===== config.mk =====
export PLATFORM = sky130hd
export DESIGN_NAME = spatial_operand_seq_mux
export DESIGN_NICKNAME = d
export VERILOG_FILES = /design/src/rtl/spatial_operand_seq_mux_pkg.sv /design/src/rtl/spatial_operand_seq_mux_bank_sel.sv /design/src/rtl/spatial_operand_seq_mux.sv
export SDC_FILE = /design/constraint.sdc
export NUM_CORES = 1
export LEC_CHECK = 0
export CAP_MARGIN = 20
export CORE_MARGIN = 5
export CORE_UTILIZATION = 30
export CTS_BUF_LIST = sky130_fd_sc_hd__clkbuf_8
export DETAILED_ROUTE_END_ITERATION = 16
export PLACE_DENSITY = 0.58
export SYNTH_ARGS = -nofsm -noshare
export SYNTH_HDL_FRONTEND = slang
export SYNTH_SLANG_ARGS = --single-unit
export TNS_END_PERCENT = 50

===== constraint.sdc =====
create_clock -name clk -period 2.5 [get_ports clk]
set_clock_uncertainty 0.2 [all_clocks]
set_input_delay 0.625 -clock clk [delete_from_list [all_inputs] [get_ports clk]]
set_output_delay 0.625 -clock clk [all_outputs]
set_load 0.01 [all_outputs]

===== src/rtl/spatial_operand_seq_mux_pkg.sv =====
// Shared FSM encodings and beat/mode arithmetic for the sequenced spatial operand mux.
// Used by spatial_operand_seq_mux and spatial_bank_sel.
package spatial_mux_pkg;

    localparam logic [0:0] ST_IDLE   = 1'b0;
    localparam logic [0:0] ST_STREAM = 1'b1;

    // Number of beats a word of num_banks banks takes at precision mode pc.
    function automatic int unsigned num_beats(input int unsigned num_banks, input int unsigned pc);
        return num_banks >> pc;
    endfunction

    // Out-of-range modes saturate to single-beat passthrough.
    function automatic int unsigned clamp_mode(input int unsigned p, input int unsigned max_mode);
        return (p > max_mode) ? max_mode : p;
    endfunction

endpackage


===== src/rtl/spatial_operand_seq_mux_bank_sel.sv =====
// Source-bank select for one output bank: which stored bank feeds output bank BANK_IDX
// on beat i_addr when groups are 2^i_pc banks wide.
module spatial_bank_sel
    import spatial_mux_pkg::*;
#(
    parameter int ADDR_WIDTH      = 2,
    parameter int PREC_MODE_WIDTH = 2,
    parameter int BANK_IDX        = 0
) (
    input  logic [ADDR_WIDTH-1:0]      i_addr,
    input  logic [PREC_MODE_WIDTH-1:0] i_pc,
    output logic [ADDR_WIDTH-1:0]      o_sel
);

    localparam logic [ADDR_WIDTH:0]   ONE  = 1;
    localparam logic [ADDR_WIDTH-1:0] BANK = ADDR_WIDTH'(BANK_IDX);

    // One extra bit so that pc == ADDR_WIDTH yields an all-ones mask.
    logic [ADDR_WIDTH:0]   w_mask;
    logic [ADDR_WIDTH-1:0] w_group_base;

    assign w_mask       = (ONE << i_pc) - ONE;
    assign w_group_base = i_addr << i_pc;
    assign o_sel        = w_group_base | (BANK & w_mask[ADDR_WIDTH-1:0]);

endmodule


===== src/rtl/spatial_operand_seq_mux.sv =====
// Registered multi-channel operand sequencer: latches one word per channel and streams it as
// NUM_BANKS>>mode beats with each precision group replicated across all output banks.
// Optional illegal-mode checker enabled by defining SPATIAL_MUX_MODE_CHK_EN.
module spatial_operand_seq_mux
    import spatial_mux_pkg::*;
#(
    parameter int PRECISION       = 8,
    parameter int L_PRECISION     = 2,
    parameter int NUM_CH          = 2,
    parameter int NUM_BANKS       = PRECISION / L_PRECISION,
    parameter int IN_WIDTH        = NUM_BANKS * PRECISION,
    parameter int ADDR_WIDTH      = $clog2(NUM_BANKS),
    parameter int PREC_MODE_WIDTH = $clog2(ADDR_WIDTH + 1)
) (
    input  logic                       clk,
    input  logic                       reset,
    input  logic                       flush,
    input  logic                       in_valid,
    output logic                       in_ready,
    input  logic [PREC_MODE_WIDTH-1:0] precision_mode,
    input  logic [NUM_CH*IN_WIDTH-1:0] data_in,
    output logic                       out_valid,
    input  logic                       out_ready,
    output logic [NUM_CH*IN_WIDTH-1:0] data_out,
    output logic [ADDR_WIDTH-1:0]      out_addr,
    output logic                       out_last,
    output logic                       mode_err
);

    localparam logic [ADDR_WIDTH-1:0] A_ONE = 1;

    logic [0:0]                 r_state;
    logic [NUM_CH*IN_WIDTH-1:0] r_word;
    logic [PREC_MODE_WIDTH-1:0] r_pc;
    logic [ADDR_WIDTH-1:0]      r_addr;
    logic                       r_last;
    logic [NUM_CH*IN_WIDTH-1:0] r_data_out;

    logic                       w_accept;
    logic                       w_advance;
    logic                       w_drain;
    logic [PREC_MODE_WIDTH-1:0] w_clamp_pc;
    logic [NUM_CH*IN_WIDTH-1:0] w_sel_word;
    logic [PREC_MODE_WIDTH-1:0] w_sel_pc;
    logic [ADDR_WIDTH-1:0]      w_sel_a;
    logic                       w_sel_last;
    logic [NUM_CH*IN_WIDTH-1:0] w_beat;

    assign out_valid = (r_state == ST_STREAM);
    assign out_addr  = r_addr;
    assign out_last  = r_last;
    assign data_out  = r_data_out;

    // Ready on the last-beat handshake keeps back-to-back words bubble-free.
    assign in_ready  = !flush && (!out_valid || (out_ready && r_last));
    assign w_accept  = in_valid && in_ready;
    assign w_advance = out_valid && out_ready && !r_last && !flush;
    assign w_drain   = out_valid && out_ready && r_last;

    assign w_clamp_pc = PREC_MODE_WIDTH'(clamp_mode(32'(precision_mode), 32'(ADDR_WIDTH)));

    // The next beat comes either from the incoming word (beat 0) or the held word (beat a+1).
    assign w_sel_word = w_accept ? data_in    : r_word;
    assign w_sel_pc   = w_accept ? w_clamp_pc : r_pc;
    assign w_sel_a    = w_accept ? '0         : (r_addr + A_ONE);
    assign w_sel_last = (32'(w_sel_a) == (num_beats(32'(NUM_BANKS), 32'(w_sel_pc)) - 32'd1));

    // Bank selects are computed once per output bank and shared by every channel.
    genvar gi, gj;
    generate
        for (gi = 0; gi < NUM_BANKS; gi++) begin : g_bank
            logic [ADDR_WIDTH-1:0] w_sel;

            spatial_bank_sel #(
                .ADDR_WIDTH      (ADDR_WIDTH),
                .PREC_MODE_WIDTH (PREC_MODE_WIDTH),
                .BANK_IDX        (gi)
            ) u_bank_sel (
                .i_addr (w_sel_a),
                .i_pc   (w_sel_pc),
                .o_sel  (w_sel)
            );

            for (gj = 0; gj < NUM_CH; gj++) begin : g_ch
                assign w_beat[gj*IN_WIDTH + gi*PRECISION +: PRECISION] =
                    w_sel_word[gj*IN_WIDTH + w_sel*PRECISION +: PRECISION];
            end
        end
    endgenerate

    always_ff @(posedge clk or negedge reset) begin
        if (!reset) begin
            r_state    <= ST_IDLE;
            r_word     <= '0;
            r_pc       <= '0;
            r_addr     <= '0;
            r_last     <= 1'b0;
            r_data_out <= '0;
        end else if (flush) begin
            r_state    <= ST_IDLE;
            r_addr     <= '0;
            r_last     <= 1'b0;
            r_data_out <= '0;
        end else if (w_accept) begin
            r_state    <= ST_STREAM;
            r_word     <= data_in;
            r_pc       <= w_clamp_pc;
            r_addr     <= '0;
            r_last     <= w_sel_last;
            r_data_out <= w_beat;
        end else if (w_advance) begin
            r_addr     <= w_sel_a;
            r_last     <= w_sel_last;
            r_data_out <= w_beat;
        end else if (w_drain) begin
            r_state    <= ST_IDLE;
            r_addr     <= '0;
            r_last     <= 1'b0;
        end
    end

`ifdef SPATIAL_MUX_MODE_CHK_EN
    logic r_mode_err;

    always_ff @(posedge clk or negedge reset) begin
        if (!reset) begin
            r_mode_err <= 1'b0;
        end else if (w_accept && (32'(precision_mode) > 32'(ADDR_WIDTH))) begin
            r_mode_err <= 1'b1;
        end
    end

    assign mode_err = r_mode_err;
`else
    assign mode_err = 1'b0;
`endif

endmodule

==> reports/results.txt <==
Power Dens Cells = 870 nW/µm²
Final Hold Viols = 0
Final Cell Area = 8970 µm²
Layout Nets = 722
number of H-tree levels = 4
critical path startpoint category = input pin
Synth Net Count = 558
largest net degree at the start of global routing = 65
post-DP HPWL = 12,700 µm
R2R Setup Slk = 0.10 ns
Netlist cell types = 41
n_diodes = 0
Area growth, synth to finish = 43.4%
Slew headroom = 58.6%
Post-synth EDFFs = 0
Via density = 5.01
CTS tree = built
P_leak = 0.00383 µW
port buffer count = 139
top cell type's share of synthesized area = 53.6%
clock sink total = 134
cells after synthesis = 483
clk_lat worst skew = 0.44 ns
max frequency = 415 MHz
post-synth top area cell = dfrtp_1
Seq/Total Area, Yosys = 53.6%
DRT Wirelength = 18,400 µm
layout cell share with drive strength beyond 1 = 31.2%
ys flop type = dfrtp_1
Final period util = 96.3%
WL/cell = 19.7 µm
Iteration-0 DRC Markers = 255
Final ANT Viol Nets = 0
die width = 154 µm
I/O Pins = 141
# setup viols final = 0
row count = 52
first-pass GRT wire length = 29,300 µm
vias in the first global route = 5,145
via count = 4,662
RSZ-0062 raised after global routing = false
DRC = 0
placed instance area = 8400 µm²
GRT overflow = 0
largest cells by area after synthesis = dfrtp_1, mux2_2, mux2i_1
end of the worst register-to-register path = data_out[63]
Root Buffer = clkbuf_8
core area = 20,400 µm²
min Tclk post-route = 2.41 ns
die span in y = 154 µm
status = finished clean
Hold Crit Endpoint = data_out[27]
Critical Path End Type = flip-flop
Pins Over Slew Limit = 0
Pre-antenna DRT Iters = 4
FFs w/ async S/R, synth = 100%
post-route setup TNS = 0 ns
crit path kind = input pin to flip-flop
hold wc startpoint = data_out[27]
total track usage = 15.6%
MaxCap Viol Count = 0
Post-Synthesis Cell Area = 6260 µm²
reg-to-reg critical path startpoint = out_valid
Tightest Pin Transition = 0.620 ns
hold path cells = 2
initial antenna violation count = 0
Hold Slack = 0.295 ns
WP data arrival = 2.53 ns
VDD IR max = 0.379 mV
Starting Density = 30.7%
R2R depth = 11
total CTS buffers = 17
CTS Buffer Depth = 2
Min-Delay Path Class = flip-flop to flip-flop
Data required, critical path = 2.62 ns
synthesized area per cell = 13.0 µm²
die footprint = 23,800 µm²
Final Wtd Congestion = 0.776
flops & latches, synth = 134
worst-path maximum fanout = 16
YS warnings = 0
Worst-path clk slew = 0.08 ns
commonest non-fill, non-tap cells in the layout = dfrtp_1, clkdlybuf4s50_1, nand2_1, mux2_2, mux2i_1
how the worst max path moves through the flow:
stage,endpoint,slack [ns],from,depth (start not counted)
after CTS,data_out[27],0.04,out_valid,10
after global routing,data_out[48],0.006,out_last,11
after detailed placement,data_out[15],-0.66,out_ready,11
after global placement,data_out[10],-0.57,out_ready,11
after floorplan,data_out[16],-0.26,flush,14
final,data_out[63],0.09,flush,12
cells by family after synthesis:
family | after synthesis | synth area share (%)
mux | 128 | 22.4
xor+xnor | 3 | 0.420
other cells | 1 | 0.0599
compound gates | 77 | 12.3
fa+ha+maj | 4 | 0.800
buf+inv | 40 | 3.90
simple gates | 96 | 6.56
flops | 134 | 53.6
power by group:
group,switching [µW],internal (µW),total [µW]
combinational,1440,1580,3010
sequential,285,2680,2960
clock,913,919,1830
layer usage:
| metal | global-route usage (%) | routed length [µm] | vias to the layer above |
|---|---|---|---|
| met1 | 21.0 | 8260 | 2365 |
| met5 | 0 | 0 | - |
| met3 | 4.39 | 1100 | 17 |
| li1 | - | - | 2133 |
| met4 | 4.25 | 245 | 0 |
| met2 | 24.7 | 8760 | 147 |
cell type report:
| cell class | instances | area, µm² |
|---|---|---|
| Fill cell | 1852 | 11400 |
| Clock inverter | 14 | 151 |
| Tap cell | 270 | 338 |
| Timing Repair Buffer | 182 | 1890 |
| Sequential cell | 134 | 3350 |
| Clock buffer | 18 | 248 |
| Multi-Input combinational cell | 309 | 2970 |
| Inverter | 3 | 16.3 |
what timing repair did:
action	4_1_cts	5_1_grt
setup endpoints to repair	57	9
gates cloned	2	0
resized for setup	24	0
pin swaps	2	2
hold endpoints to repair	58	0
hold buffers	1	0
buffers inserted	0	2
state kept, by name, summed over array words and instances, names as in the netlist:
register / flops
data_out: 64
out_last: 1
r_word: 64
out_addr: 2
out_valid: 1
r_pc: 2
synth_stat cells (3+ instances only):
cell,instances
buf_2,12
ha_1,4
clkbuf_1,14
inv_1,3
mux2_4,4
dfrtp_1,134
mux2_2,60
mux2i_1,62
o221ai_1,52
o21ai_0,3
buf_6,10
o221ai_2,12
nand2_1,74
nor2_1,7
worst max-delay path, stage by stage:
cell and delay (ns):
dlygate4sd2_1 0.25, nand2b_4 0.16, or2_4 0.27, nand2_4 0.08
nand2_4 0.06, buf_4 0.14, ha_4 0.16, xnor2_4 0.13
a21boi_4 0.21, buf_4 0.15, buf_12 0.16, o221ai_2 0.12
per-stage QoR:
step / power, µW / cells / setup WS (ns) / utilization (%)
floorplan: 4590 / 483 / -0.263 / -
global placement: 5790 / 893 / -0.570 / 41.2
detailed placement: 5880 / 893 / -0.658 / 41.2
CTS: 7890 / 928 / 0.0351 / 44.0
global route: 8220 / 930 / 0.00642 / 44.1
finish: 7810 / 930 / 0.0913 / 44.1
Note: power is estimated with default switching activity, not from simulation.
